==> config.mk <==
export PLATFORM = sky130hd
export DESIGN_NAME = conv_operand_loader
export DESIGN_NICKNAME = d
export VERILOG_FILES = /design/src/rtl/conv_operand_loader.sv
export SDC_FILE = /design/constraint.sdc
export NUM_CORES = 1
export LEC_CHECK = 0
export BUFFER_PORTS_ARGS = -buffer_cell sky130_fd_sc_hd__buf_4
export CAP_MARGIN = 15
export CORE_MARGIN = 1
export CORE_UTILIZATION = 45
export DETAILED_ROUTE_END_ITERATION = 8
export PLACE_DENSITY = 0.7
export SYNTH_ARGS = -nofsm -noshare
export SYNTH_HDL_FRONTEND = slang
export SYNTH_SLANG_ARGS = --single-unit
==> constraint.sdc <==
create_clock -name clk -period 7.6 [get_ports clk]
set_input_delay 0.38 -clock clk [delete_from_list [all_inputs] [get_ports clk]]
set_output_delay 0.38 -clock clk [all_outputs]
set_load 0.01 [all_outputs]
==> src/rtl/conv_operand_loader.sv <==
// Byte-stream to packed FILTER/DATA operand loader for the convolution engine.
// Optional trailing checksum byte per frame: define CONV_LOADER_CHECKSUM_EN.
module conv_operand_loader #(
  parameter int unsigned BW           = 8,
  parameter int unsigned FILTER_BYTES = 9,
  parameter int unsigned DATA_BYTES   = 16
) (
  input  logic                         clk,
  input  logic                         rst,
  input  logic                         in_valid,
  input  logic                         in_first,
  input  logic [BW-1:0]                in_byte,
  output logic                         in_ready,
  output logic [FILTER_BYTES*BW-1:0]   FILTER,
  output logic [DATA_BYTES*BW-1:0]     DATA,
  output logic                         op_valid,
  input  logic                         op_ready,
  input  logic                         err_clr,
  output logic                         err,
  output logic [7:0]                   frames_done,
  output logic [2:0]                   state
);

`ifdef CONV_LOADER_CHECKSUM_EN
  typedef enum logic [2:0] {
    StIdle  = 3'd0,
    StLoadF = 3'd1,
    StLoadD = 3'd2,
    StHold  = 3'd3,
    StLoadC = 3'd4
  } state_e;
`else
  typedef enum logic [2:0] {
    StIdle  = 3'd0,
    StLoadF = 3'd1,
    StLoadD = 3'd2,
    StHold  = 3'd3
  } state_e;
`endif

  state_e                       r_state;
  state_e                       w_state_d;
  logic [4:0]                   r_cnt;
  logic [4:0]                   w_cnt_d;
  logic [FILTER_BYTES*BW-1:0]   r_filter;
  logic [DATA_BYTES*BW-1:0]     r_data;
  logic                         r_op_valid;
  logic                         w_op_valid_d;
  logic                         r_err;
  logic [7:0]                   r_frames;

  logic                         w_xfer;
  logic                         w_err_set;
  logic                         w_fwr;
  logic                         w_dwr;
  logic [4:0]                   w_widx;
  logic                         w_frame_done;

`ifdef CONV_LOADER_CHECKSUM_EN
  logic [BW-1:0]                r_sum;
`endif

  assign in_ready    = (r_state != StHold);
  assign w_xfer      = in_valid & in_ready;
  assign FILTER      = r_filter;
  assign DATA        = r_data;
  assign op_valid    = r_op_valid;
  assign err         = r_err;
  assign frames_done = r_frames;
  assign state       = r_state;

  always_comb begin
    w_state_d    = r_state;
    w_cnt_d      = r_cnt;
    w_op_valid_d = r_op_valid;
    w_err_set    = 1'b0;
    w_fwr        = 1'b0;
    w_dwr        = 1'b0;
    w_widx       = r_cnt;
    w_frame_done = 1'b0;

    case (r_state)
      StIdle: begin
        if (w_xfer) begin
          if (in_first) begin
            w_fwr     = 1'b1;
            w_widx    = 5'd0;
            w_cnt_d   = 5'd1;
            w_state_d = StLoadF;
          end else begin
            w_err_set = 1'b1;
          end
        end
      end

      StHold: begin
        if (r_op_valid && op_ready) begin
          w_op_valid_d = 1'b0;
          w_frame_done = 1'b1;
          w_state_d    = StIdle;
        end
      end

      default: begin
        // Any in_first byte inside a frame restarts it as filter element 0.
        if (w_xfer && in_first) begin
          w_err_set = 1'b1;
          w_fwr     = 1'b1;
          w_widx    = 5'd0;
          w_cnt_d   = 5'd1;
          w_state_d = StLoadF;
        end else if (w_xfer) begin
          if (r_state == StLoadF) begin
            w_fwr = 1'b1;
            if (r_cnt == 5'(FILTER_BYTES - 1)) begin
              w_cnt_d   = 5'd0;
              w_state_d = StLoadD;
            end else begin
              w_cnt_d = r_cnt + 5'd1;
            end
          end else if (r_state == StLoadD) begin
            w_dwr = 1'b1;
            if (r_cnt == 5'(DATA_BYTES - 1)) begin
              w_cnt_d = 5'd0;
`ifdef CONV_LOADER_CHECKSUM_EN
              w_state_d = StLoadC;
`else
              w_state_d    = StHold;
              w_op_valid_d = 1'b1;
`endif
            end else begin
              w_cnt_d = r_cnt + 5'd1;
            end
          end
`ifdef CONV_LOADER_CHECKSUM_EN
          else if (r_state == StLoadC) begin
            if (in_byte == r_sum) begin
              w_state_d    = StHold;
              w_op_valid_d = 1'b1;
            end else begin
              w_err_set = 1'b1;
              w_state_d = StIdle;
            end
          end
`endif
        end
      end
    endcase
  end

  always_ff @(posedge clk or posedge rst) begin
    if (rst) begin
      r_state    <= StIdle;
      r_cnt      <= 5'd0;
      r_filter   <= '0;
      r_data     <= '0;
      r_op_valid <= 1'b0;
      r_err      <= 1'b0;
      r_frames   <= 8'd0;
    end else begin
      r_state    <= w_state_d;
      r_cnt      <= w_cnt_d;
      r_op_valid <= w_op_valid_d;
      // A new error event takes priority over a simultaneous clear.
      if (w_err_set) begin
        r_err <= 1'b1;
      end else if (err_clr) begin
        r_err <= 1'b0;
      end
      if (w_frame_done) begin
        r_frames <= r_frames + 8'd1;
      end
      for (int unsigned k = 0; k < FILTER_BYTES; k++) begin
        if (w_fwr && (w_widx == 5'(k))) begin
          r_filter[k*BW +: BW] <= in_byte;
        end
      end
      for (int unsigned k = 0; k < DATA_BYTES; k++) begin
        if (w_dwr && (w_widx == 5'(k))) begin
          r_data[k*BW +: BW] <= in_byte;
        end
      end
    end
  end

`ifdef CONV_LOADER_CHECKSUM_EN
  // Running sum of accepted frame bytes; an in_first byte seeds it afresh.
  always_ff @(posedge clk or posedge rst) begin
    if (rst) begin
      r_sum <= '0;
    end else if (w_fwr || w_dwr) begin
      r_sum <= in_first ? in_byte : r_sum + in_byte;
    end
  end
`endif

endmodule

==> results.md <==
* Clock tree root driver cell: sky130_fd_sc_hd__clkbuf_16
* Area of the die at 0.02028 mm²
* Post-synthesis to final-layout area growth at 30.83%
* Register-to-Register Setup Slack at 4.58 ns
* Pre-antenna DRT Iters at 4
* Startpoint type of the worst setup path: flip-flop
* Register bit count reported by yosys at 217
* Gate family responsible for the most delay along the worst path: simple AND/OR/NAND/NOR gates
* Worst Tran Pin Value at 0.9244 ns
* WP data arrival at 3.41 ns
* Most area-hungry cell type in the Yosys netlist: sky130_fd_sc_hd__dfrtp_1
* Slowest CP cell: sky130_fd_sc_hd__or3_1
* Sequential element share of the synthesized area at 0.6121
* Number of synthesis warnings at 0
* Number of maximum-capacitance violations at 0
* Maximum number of pins on one net before global-route repair at 132
* Total routed wirelength at 22.76 mm
* Number of hold-repair buffers added at the cts stage at 0
* DR vias at 5705
* Clock share of power at 0.291
* Crit path time final at 3.016 ns
* Worst rel slew slack at 0.3837
* Setup skew after layout at 0.007196 ns
* Total clock sinks at 217
* Outcome: finished, final reports clean
* Number of antenna violations at the first check in global routing at 0
* Worst Path Max Fanout at 11
* Worst reg2reg startpoint: state[0]
* Insertion delay of the later-clocked pin in the worst-skew pair at 0.51 ns
* Via count of the first global-routing pass at 6178
* Placed wire-length estimate after detailed placement at 15.91 mm
* Residual antenna-violating net count after detailed routing at 0
* Switching power total at 1274 µW
* Clock-pin slew on the worst setup and hold paths at 0.06 ns
* Post-synthesis area per instance at 15.11 µm²
* Routability Congestion at 0.8298
* All-Layer GR Usage at 0.2321
* Reg2Reg Capture Point: DATA[11]
* Leakage power figure at 0.005992 µW
* Total Neg Setup Slack at 0 ns
* Area inside the core boundary at 0.01902 mm²
* Primary FF master, synth: sky130_fd_sc_hd__dfrtp_1
* Vias per cell at 5.258
* CTS tree: built
* Number of standard cells in the final layout excluding fillers at 1085
* Maximum cell stage delay along the critical path at 0.74 ns
* Peak ir drop on the vdd network at 0.0002255 V
* H-tree levels at 1
* Dpl ws at 4.563 ns
* Area contributors post-synth: sky130_fd_sc_hd__dfrtp_1, sky130_fd_sc_hd__mux2_2, sky130_fd_sc_hd__nor4_4
* Async set-reset flop share out of synthesis at 1.000
* Count of final max-slew check failures at 0
* Type of the tightest min-delay check: input port to async pin
* Logic gate share of total power at 0.311
* Synth unique cells at 46
* DR iter-0 viols at 265
* Post-Synthesis Net Count at 612
* Layout Utilization at 0.6103
* Internal Dissipation at 2778 µW
* Setup repair after global routing missed its margin: no
* Reg2reg path depth at 5
* Global route total overflow at 0
* Share of Yosys cell area claimed by the top area cell type at 0.6121
* CTS buffer count at 23
* Total setup violations reported at the end of the flow at 0
* Quantity of I/O buffers inserted on ports at 226
* Count of flip-flops with a built-in enable after synthesis at 0
* Fraction of layout cells with a size suffix above 1 at 0.5879
* Worst Path Required at 7.99 ns
* Post-layout nets at 835
* Residual DRC count at 0
* Placed cells at 1044
* Power after layout at 4052 µW
* Final cycle utilization of the critical path at 0.3968
* Diode count at 0
* Switching Share at 0.3145
* Critical path class: flip-flop to flip-flop
* Worst path bufs/invs at 0
* Capturing element type of the critical path: flip-flop
* Cts repair resizes at 0
* Power per Cell Area at 349.1 mW/mm²
* Die outline width at 142.4 µm
* Die outline height at 142.4 µm
* Post-synthesis instance area at 0.008871 mm²
* Hold violation total from the final report at 0
* Min setup slack post-route at 4.584 ns
* Post-detailed-route wirelength per cell at 20.97 µm
* Sequential fraction of design power at 0.397
* Ordered list of cells on the worst path: ha_1 -> nand2b_1 -> or3_1 -> nor4_4 -> mux2_2
* IO Count at 228
* Max Clock Freq at 331.6 MHz
* Clock buffer depth at 3
* Number of core rows at 50
* Initial Utilization at 0.4664
* Number of instances in the synthesized netlist at 587
* Setup Buffers After CTS at 0
* Wire length of the first global-routing pass at 35.80 mm
[cell usage after synthesis, types with 7 or more instances]
cell / number
sky130_fd_sc_hd__nand3_1: 7
sky130_fd_sc_hd__buf_1: 8
sky130_fd_sc_hd__clkbuf_1: 12
sky130_fd_sc_hd__xnor2_1: 7
sky130_fd_sc_hd__nand4_1: 8
sky130_fd_sc_hd__nor4_4: 8
sky130_fd_sc_hd__mux2_2: 200
sky130_fd_sc_hd__nor2_1: 10
sky130_fd_sc_hd__ha_1: 11
sky130_fd_sc_hd__buf_2: 8
sky130_fd_sc_hd__nand2_1: 18
sky130_fd_sc_hd__dfrtp_1: 217
sky130_fd_sc_hd__inv_1: 14
[power groups by stage]
stage / Clock (µW) / Combinational [µW] / Sequential, µW
finish: 1180 / 1260 / 1610
global route: 1260 / 1350 / 1650
CTS: 1210 / 1270 / 1610
detailed placement: 0 / 1270 / 1630
global placement: 0 / 1240 / 1610
floorplan: 0 / 573 / 1710
[cells in the final DEF, fill, tap and decap left out, types with 5 or more instances in the layout]
master,netlist,layout
sky130_fd_sc_hd__nand2_1,18,18
sky130_fd_sc_hd__xnor2_1,7,7
sky130_fd_sc_hd__nand4_1,8,8
sky130_fd_sc_hd__nor4_4,8,8
sky130_fd_sc_hd__nand3_1,7,7
sky130_fd_sc_hd__dfrtp_1,217,217
sky130_fd_sc_hd__mux2_2,200,200
sky130_fd_sc_hd__a21oi_1,5,5
sky130_fd_sc_hd__o21ai_0,5,5
sky130_fd_sc_hd__clkbuf_16,0,23
sky130_fd_sc_hd__clkinv_2,0,7
sky130_fd_sc_hd__nor2_1,10,10
sky130_fd_sc_hd__ha_1,11,11
sky130_fd_sc_hd__buf_4,1,227
sky130_fd_sc_hd__inv_1,14,13
sky130_fd_sc_hd__nor3_4,5,5
[metrics by stage]
step / cell area [µm²] / hold slack [ns]
floorplan: 8871 / 0.4886
global placement: 10770 / 0.4631
finish: 11610 / 0.01544
CTS: 11580 / 0.04348
global route: 11610 / 0.06894
detailed placement: 10770 / 0.4886
[how the worst max path moves through the flow]
stage,startpoint,end,slack (ns),cells after the start
3_5_place_dp,state[0],DATA[11],4.56,5
3_3_place_gp,state[0],DATA[15],4.70,5
5_1_grt,state[0],DATA[16],4.42,5
4_1_cts,state[0],DATA[11],4.56,5
2_1_floorplan,rst,DATA[0],1.28,1
6_report,state[0],DATA[11],4.58,5
[kinds of logic after synthesis]
family / after synthesis / share of synthesized area
AOI/OAI and AO/OA: 30 / 0.02398
xor gates and xnor gates: 7 / 0.006911
adders and majority gates: 11 / 0.01551
buffers and inverters: 44 / 0.02102
DFF: 217 / 0.6121
muxes: 202 / 0.2563
other: 1 / 0.0004227
and+or+nand+nor: 75 / 0.06375
[area by class of cell]
type / instances / area [µm²]
Clock inverter: 13 / 183.9
Tap cell: 260 / 325.3
Timing Repair Buffer: 228 / 1732
Multi-Input combinational cell: 326 / 3254
Fill cell: 1467 / 7412
Inverter: 14 / 60.06
Sequential cell: 217 / 5430
Clock buffer: 27 / 620.6
[sequential cells by signal (all words and copies together), names as in the netlist]
name,count
FILTER,72
r_cnt,5
err,1
DATA,128
frames_done,8
op_valid,1
state,2
[per-layer routing]
layer  track usage  up-vias  part of all wire
met5             0        -                 0
met4       0.08319        0             0.032
met3       0.04711       48             0.060
met2        0.3891      180              0.50
met1        0.2987     2938              0.41
li1              -     2539                 -
Note: power is estimated with default switching activity, not from simulation.
